## src/rtl/fft_pkg.sv

```systemverilog
// fft_pkg: shared state type, bit reversal and twiddle constants
// for fft_stream (twiddles come from a 64-point Q16 cosine table).
package fft_pkg;

  typedef enum logic [1:0] {
    ST_LOAD,
    ST_COMPUTE,
    ST_UNLOAD
  } fft_state_e;

  localparam int MAX_LOG2 = 6;

  function automatic int bitrev(input int v, input int nb);
    int r;
    r = 0;
    for (int i = 0; i < nb; i++)
      r |= ((v >> i) & 1) << (nb - 1 - i);
    return r;
  endfunction

  // cos(2*pi*r/64) in Q16 for r = 0..16
  function automatic int qcos(input int r);
    case (r)
      0:  return 65536;
      1:  return 65220;
      2:  return 64277;
      3:  return 62714;
      4:  return 60547;
      5:  return 57798;
      6:  return 54491;
      7:  return 50660;
      8:  return 46341;
      9:  return 41576;
      10: return 36410;
      11: return 30893;
      12: return 25080;
      13: return 19024;
      14: return 12785;
      15: return 6424;
      default: return 0;
    endcase
  endfunction

  function automatic int cos64(input int k);
    int q;
    int r;
    q = (k >> 4) & 3;
    r = k & 15;
    case (q)
      0: return qcos(r);
      1: return -qcos(16 - r);
      2: return -qcos(r);
      default: return qcos(16 - r);
    endcase
  endfunction

  function automatic int sin64(input int k);
    return cos64((k - 16) & 63);
  endfunction

  function automatic int q16_to(input int v, input int frac);
    if (frac >= 16)
      return v <<< (frac - 16);
    return (v + (1 <<< (15 - frac))) >>> (16 - frac);
  endfunction

  function automatic int tw_re(
    input int m, input int n_log2, input int frac
  );
    return q16_to(cos64(m << (MAX_LOG2 - n_log2)), frac);
  endfunction

  function automatic int tw_im(
    input int m, input int n_log2, input int frac
  );
    return q16_to(-sin64(m << (MAX_LOG2 - n_log2)), frac);
  endfunction

endpackage

```

## src/rtl/fft_butterfly.sv

```systemverilog
// fft_butterfly: combinational radix-2 DIT butterfly,
// x = a + round(b*w), y = a - round(b*w), w in Q2.(TW_W-2).
module fft_butterfly #(
  parameter int OW   = 16,
  parameter int TW_W = 10
) (
  input  logic signed [OW-1:0]   i_a_re,
  input  logic signed [OW-1:0]   i_a_im,
  input  logic signed [OW-1:0]   i_b_re,
  input  logic signed [OW-1:0]   i_b_im,
  input  logic signed [TW_W-1:0] i_w_re,
  input  logic signed [TW_W-1:0] i_w_im,
  output logic signed [OW-1:0]   o_x_re,
  output logic signed [OW-1:0]   o_x_im,
  output logic signed [OW-1:0]   o_y_re,
  output logic signed [OW-1:0]   o_y_im
);

  localparam int PW = OW + TW_W + 1;
  localparam int FR = TW_W - 2;
  localparam logic signed [PW-1:0] HALF =
    PW'(32'sd1 <<< (FR - 1));

  logic signed [PW-1:0] w_br;
  logic signed [PW-1:0] w_bi;
  logic signed [PW-1:0] w_wr;
  logic signed [PW-1:0] w_wi;
  logic signed [PW-1:0] w_pr;
  logic signed [PW-1:0] w_pi;
  logic signed [OW-1:0] w_p_re;
  logic signed [OW-1:0] w_p_im;

  assign w_br = PW'(i_b_re);
  assign w_bi = PW'(i_b_im);
  assign w_wr = PW'(i_w_re);
  assign w_wi = PW'(i_w_im);

  assign w_pr = w_br * w_wr - w_bi * w_wi;
  assign w_pi = w_br * w_wi + w_bi * w_wr;

  assign w_p_re = OW'((w_pr + HALF) >>> FR);
  assign w_p_im = OW'((w_pi + HALF) >>> FR);

  assign o_x_re = i_a_re + w_p_re;
  assign o_x_im = i_a_im + w_p_im;
  assign o_y_re = i_a_re - w_p_re;
  assign o_y_im = i_a_im - w_p_im;

endmodule

```

## src/rtl/fft_stream.sv

```systemverilog
// fft_stream: streaming in-place radix-2 DIT FFT (load/compute/unload).
// Define FFT_MAG_EN to add the out_mag magnitude-estimate output.
module fft_stream
  import fft_pkg::*;
#(
  parameter int DATA_W = 12,
  parameter int N_LOG2 = 3,
  parameter int TW_W   = 10,
  localparam int OW    = DATA_W + N_LOG2 + 1
) (
  input  logic                     clk,
  input  logic                     rst_n,
  input  logic                     in_valid,
  output logic                     in_ready,
  input  logic signed [DATA_W-1:0] in_data,
  output logic                     out_valid,
  input  logic                     out_ready,
  output logic signed [OW-1:0]     out_re,
  output logic signed [OW-1:0]     out_im,
  output logic [N_LOG2-1:0]        out_idx,
  output logic                     out_last,
  output logic                     busy
`ifdef FFT_MAG_EN
  ,
  output logic [OW-1:0]            out_mag
`endif
);

  localparam int N  = 1 << N_LOG2;
  localparam int NB = N / 2;
  localparam int BW = N_LOG2 - 1;
  localparam int SW = $clog2(N_LOG2);
  localparam int FR = TW_W - 2;

  fft_state_e r_state;
  fft_state_e w_state_nx;

  logic [N_LOG2-1:0]    r_cnt;
  logic [SW-1:0]        r_stage;
  logic [BW-1:0]        r_bfly;
  logic signed [OW-1:0] r_re [N];
  logic signed [OW-1:0] r_im [N];

  logic signed [TW_W-1:0] w_tw_re [NB];
  logic signed [TW_W-1:0] w_tw_im [NB];

  logic w_in_fire;
  logic w_out_fire;
  logic w_last_bfly;
  logic w_last_stage;

  logic [N_LOG2-1:0]    w_wr_addr;
  logic signed [OW-1:0] w_in_ext;
  logic [N_LOG2-1:0]    w_b_ext;
  logic [N_LOG2-1:0]    w_mask;
  logic [N_LOG2-1:0]    w_off;
  logic [N_LOG2-1:0]    w_ia;
  logic [N_LOG2-1:0]    w_ib;
  logic [BW-1:0]        w_m;

  logic signed [OW-1:0] w_x_re;
  logic signed [OW-1:0] w_x_im;
  logic signed [OW-1:0] w_y_re;
  logic signed [OW-1:0] w_y_im;

  for (genvar g = 0; g < NB; g++) begin : g_tw
    localparam int TR = tw_re(g, N_LOG2, FR);
    localparam int TI = tw_im(g, N_LOG2, FR);
    assign w_tw_re[g] = TR[TW_W-1:0];
    assign w_tw_im[g] = TI[TW_W-1:0];
  end

  assign in_ready     = (r_state == ST_LOAD);
  assign out_valid    = (r_state == ST_UNLOAD);
  assign busy         = (r_state == ST_COMPUTE) ||
                        (r_state == ST_UNLOAD);
  assign w_in_fire    = in_valid && in_ready;
  assign w_out_fire   = out_valid && out_ready;
  assign w_last_bfly  = (r_bfly == BW'(NB - 1));
  assign w_last_stage = (r_stage == SW'(N_LOG2 - 1));

  always_comb begin
    w_state_nx = r_state;
    unique case (r_state)
      ST_LOAD:
        if (w_in_fire && r_cnt == N_LOG2'(N - 1))
          w_state_nx = ST_COMPUTE;
      ST_COMPUTE:
        if (w_last_bfly && w_last_stage)
          w_state_nx = ST_UNLOAD;
      ST_UNLOAD:
        if (w_out_fire && r_cnt == N_LOG2'(N - 1))
          w_state_nx = ST_LOAD;
      default:
        w_state_nx = ST_LOAD;
    endcase
  end

  // r_cnt is the load count, then the unload bin; it wraps at N
  always_ff @(posedge clk or negedge rst_n) begin
    if (!rst_n) begin
      r_state <= ST_LOAD;
      r_cnt   <= '0;
      r_stage <= '0;
      r_bfly  <= '0;
    end else begin
      r_state <= w_state_nx;
      if (w_in_fire || w_out_fire)
        r_cnt <= r_cnt + 1'b1;
      if (r_state == ST_COMPUTE) begin
        r_bfly <= r_bfly + 1'b1;
        if (w_last_bfly)
          r_stage <= w_last_stage ? '0 : r_stage + 1'b1;
      end
    end
  end

  assign w_wr_addr = N_LOG2'(bitrev(int'(r_cnt), N_LOG2));
  assign w_in_ext  = {{(OW - DATA_W){in_data[DATA_W-1]}}, in_data};

  // a = group*2^(s+1) + off, partner a + 2^s, exponent off*N/2^(s+1)
  always_comb begin
    w_b_ext = {1'b0, r_bfly};
    w_mask  = N_LOG2'((32'd1 << r_stage) - 32'd1);
    w_off   = w_b_ext & w_mask;
    w_ia    = ((w_b_ext & ~w_mask) << 1) | w_off;
    w_ib    = w_ia | N_LOG2'(32'd1 << r_stage);
    w_m     = BW'(w_off << (BW - int'(r_stage)));
  end

  fft_butterfly #(
    .OW  (OW),
    .TW_W(TW_W)
  ) u_bfly (
    .i_a_re(r_re[w_ia]),
    .i_a_im(r_im[w_ia]),
    .i_b_re(r_re[w_ib]),
    .i_b_im(r_im[w_ib]),
    .i_w_re(w_tw_re[w_m]),
    .i_w_im(w_tw_im[w_m]),
    .o_x_re(w_x_re),
    .o_x_im(w_x_im),
    .o_y_re(w_y_re),
    .o_y_im(w_y_im)
  );

  always_ff @(posedge clk) begin
    if (w_in_fire) begin
      r_re[w_wr_addr] <= w_in_ext;
      r_im[w_wr_addr] <= '0;
    end else if (r_state == ST_COMPUTE) begin
      r_re[w_ia] <= w_x_re;
      r_im[w_ia] <= w_x_im;
      r_re[w_ib] <= w_y_re;
      r_im[w_ib] <= w_y_im;
    end
  end

  assign out_re   = out_valid ? r_re[r_cnt] : '0;
  assign out_im   = out_valid ? r_im[r_cnt] : '0;
  assign out_idx  = out_valid ? r_cnt : '0;
  assign out_last = out_valid && (r_cnt == N_LOG2'(N - 1));

`ifdef FFT_MAG_EN
  logic [OW-1:0] w_abs_re;
  logic [OW-1:0] w_abs_im;
  logic [OW-1:0] w_max;
  logic [OW-1:0] w_min;

  always_comb begin
    w_abs_re = out_re[OW-1] ? (~out_re + 1'b1) : out_re;
    w_abs_im = out_im[OW-1] ? (~out_im + 1'b1) : out_im;
    w_max    = (w_abs_re > w_abs_im) ? w_abs_re : w_abs_im;
    w_min    = (w_abs_re > w_abs_im) ? w_abs_im : w_abs_re;
  end

  assign out_mag = w_max + (w_min >> 1);
`endif

endmodule

```

## config.mk

```make
export PLATFORM = sky130hd
export DESIGN_NAME = fft_stream
export DESIGN_NICKNAME = d
export VERILOG_FILES = /design/src/rtl/fft_pkg.sv /design/src/rtl/fft_butterfly.sv /design/src/rtl/fft_stream.sv
export SDC_FILE = /design/constraint.sdc
export NUM_CORES = 2
export LEC_CHECK = 0
export CAP_MARGIN = 10
export CORE_MARGIN = 2
export CORE_UTILIZATION = 60
export CTS_BUF_LIST = sky130_fd_sc_hd__clkbuf_4
export DETAILED_ROUTE_END_ITERATION = 7
export MAX_ROUTING_LAYER = met4
export PLACE_DENSITY = 0.77
export SLEW_MARGIN = 30
export SYNTH_ARGS = -nofsm -noshare
export SYNTH_HDL_FRONTEND = slang
export SYNTH_SLANG_ARGS = --single-unit
```

## constraint.sdc

```tcl
create_clock -name clk -period 15.6 [get_ports clk]
set_input_delay 1.56 -clock clk [delete_from_list [all_inputs] [get_ports clk]]
set_output_delay 1.56 -clock clk [all_outputs]
set_load 0.1 [all_outputs]
```

==> impl_metrics.py <==
metrics = {
    "critical_path": {
        "reg2reg_depth": 36,
        "cp.arrival_ns": 13.89,
        "cp_max_fo": 30,
        "reg2reg_from": "r_stage[1]$_DFFE_PN0P_",
        "critPathMaxStageDelay_ns": 0.87,
        "setup.worst_path.class": "flop to flop",
        "rr_endpoint": "r_im[7][14]$_DFFE_PP_",
        "cpMostUsedCell": "fa_1",
        "rrSetupSlack_ns": 2.30,
        "cp-end-kind": "flop",
        "cp_slowest_cell": "o21ai_0",
        "startpoint_type": "flop",
        "required_ns": 16.19,
    },
    "floorplan": {
        "dieArea_um2": 61100,
        "die_h_um": 247,
        "die_w_um": 247,
        "row_count": 89,
        "core_area_um2": 58800,
        "start_util_pct": 60.4,
        "boundaryPins": 55,
    },
    "yosys": {
        "yosys_warnings": 0,
        "synthDistinctLibCells": 83,
        "mappedNetlistArea_um2": 35500,
        "synth-seq-cells": 265,
        "synthFlopType": "edfxtp_1",
        "syn_avg_cell_area_um2": 9.66,
        "netlist_instances": 3676,
        "seq_area_frac_synth_pct": 22.3,
        "async_reset_ff_share_pct": 3.40,
        "synth-edff-count": 256,
        "syn_nets": 4411,
    },
    "global_route": {
        "grt-ovfl-total": 0,
        "grt_antenna_before_repair": 8,
        "grt_pass1_wl_um": 168000,
        "grt_usage_pct": 38.1,
        "grt_pass1_vias": 28900,
        "grt_max_degree": 60,
    },
    "detailed_routing": {
        "vias": 28300,
        "drt_iter0_markers": 3333,
        "drc": 0,
        "drt_pass1_iterations": 7,
        "viasPerCell": 6.28,
        "drtAntennaViolNets": 0,
        "wire_per_inst_um": 24.4,
        "wl_um": 110000,
    },
    "timing": {
        "slew_headroom_pct": 26.7,
        "worst_hold_slack_ns": 0.650,
        "fin_crit_sh_pct": 85.2,
        "worst_pin_slew_ns": 1.10,
        "post-route-min-period_ns": 13.30,
        "setup_viol": 0,
        "fmax_mhz": 75.2,
        "rsz0062_at_grt": "false",
        "finalSetupTns_ns": 0,
        "hold_violations": 0,
        "final_max_slew_viol_count": 0,
        "fin_worst_skew_ns": 0.0417,
    },
    "placed_design": {
        "hpwlAfterDp_um": 83400,
        "gp_congestion": 1.01,
        "port_buffers": 54,
    },
    "clocking": {
        "cts.htree.levels": 3,
        "cts_tree": "built",
        "cts.sinks": 265,
        "clock_path_buffers": 3,
        "clk_pin_slew_ns": 0.07,
        "post_cts_buffers": 0,
        "ctsResizeCount": 0,
        "clockRootBuffer": "clkbuf_4",
        "clk_latency_ns": 0.77,
        "ctsHoldBuffers": 0,
        "numCtsBuffers": 66,
    },
    "final_layout": {
        "area_delta_synth_final_pct": 6.24,
        "fillers": 4753,
        "fin_nets": 4419,
        "drive_above_1_share_pct": 9.01,
    },
    "status": {
        "outcome": "finished clean",
    },
    "hold_path": {
        "worstHoldPathCells": 3,
        "hp-start": "r_state[1]$_DFFE_PN0P_",
        "min_to": "r_state[1]$_DFFE_PN0P_",
        "hold_class": "flop to flop",
    },
    "flow_run": {
        "drv_cap": 0,
    },
}
## flip-flops by register name, indices dropped and copies added, names as in the netlist
register	count
r_im	128
r_re	128
r_cnt	3
r_bfly	2
r_stage	2
r_state	2
## final cells by class
cell class                      count  area [µm²]  share of cell area, %
Multi-Input combinational cell   2524       24300                   64.6
Clock inverter                     21        83.8                  0.222
Timing Repair Buffer              119        1040                   2.75
Inverter                          708        2660                   7.05
Sequential cell                   265        7920                   21.0
Antenna cell                        4        10.0                 0.0265
Clock buffer                       92         691                   1.83
Tap cell                          773         967                   2.56
## cell usage in the layout (no fill, tap or decap), types with 30 or more instances in the layout
cell type	n
mux4_2	100
a21oi_1	166
nand2_1	365
edfxtp_1	256
a31oi_1	30
o21ai_0	196
o221ai_1	37
xnor2_1	84
o22ai_1	50
ha_1	273
inv_1	708
fa_1	443
mux2i_1	94
buf_4	64
nor2b_1	34
clkdlybuf4s50_1	53
nor2_1	280
nand3_1	43
clkbuf_4	92
## stage by stage
stage               std cells  utilization [%]  setup slack (ns)  cell area, µm²
finish                   4506             64.1              2.30           37700
CTS                      4502             64.1              2.68           37700
detailed placement       4389             62.8              2.68           36900
global route             4506             64.1              1.60           37700
global placement         4388             62.8              2.83           36900
floorplan                3676                -              4.40           35500
## Yosys cell counts, drive strengths merged (15+ instances only)
cell type  count  area, µm²
nand3         43        215
nand2        365       1370
ha           276       3450
nor2b         35        219
o22ai         52        338
clkbuf       144        542
fa           443       8870
a31oi         30        188
a21oi        169        853
mux2i         94        941
mux4         100       2250
a21o          18        135
edfxtp       256       7690
or2           19        119
o221ai        38        339
nor3          21        110
nand2b        18        113
o21ai        209       1050
o21bai        25        188
xor2          27        236
buf           35        170
xnor2         87        777
nor2         282       1070
a211oi        15        118
inv          708       2660
and2          22        138
## layer usage
layer	track usage [%]	share of wire, %	vias up
met3	8.50	12	485
met2	59.7	46	1878
met1	45.9	35	13700
met4	21.1	6.7	0
li1	-	-	12200
met5	-	0	-
## worst max-delay path, delay by kind of cell (launching register included)
kind / cells / cell delay [ns]
xor gates and xnor gates: 2 / 1.03
buffers and inverters: 7 / 1.37
DFF: 1 / 0.52
AOI/OAI and AO/OA: 10 / 3.18
muxes: 1 / 0.38
adders and majority gates: 10 / 4.84
and+or+nand+nor: 6 / 1.79
## cells by family (layout without fill, tap and decap cells)
| family | count (synthesis) | after routing | share of synthesized area, % |
|---|---|---|---|
| simple gates | 850 | 850 | 10.3 |
| xor+xnor | 114 | 114 | 2.85 |
| buf+inv | 887 | 940 | 9.49 |
| flops | 265 | 265 | 22.3 |
| fa+ha+maj | 719 | 719 | 34.7 |
| other cells | 0 | 4 | 0 |
| mux | 208 | 208 | 9.45 |
| compound gates | 633 | 633 | 10.9 |
## how the worst max path moves through the flow
stage                            from  slack (ns)               endpoint
2_1_floorplan  r_stage[1]$_DFFE_PN0P_        4.40  r_im[0][15]$_DFFE_PP_
3_3_place_gp   r_stage[1]$_DFFE_PN0P_        2.83  r_im[0][15]$_DFFE_PP_
3_5_place_dp   r_stage[1]$_DFFE_PN0P_        2.68  r_im[0][14]$_DFFE_PP_
4_1_cts        r_stage[1]$_DFFE_PN0P_        2.68  r_im[1][15]$_DFFE_PP_
5_1_grt        r_stage[1]$_DFFE_PN0P_        1.60  r_im[1][14]$_DFFE_PP_
6_report       r_stage[1]$_DFFE_PN0P_        2.30  r_im[7][14]$_DFFE_PP_
Power is not shown: default switching activity piles up to over one toggle a cycle in this logic, so the estimate is an artifact.
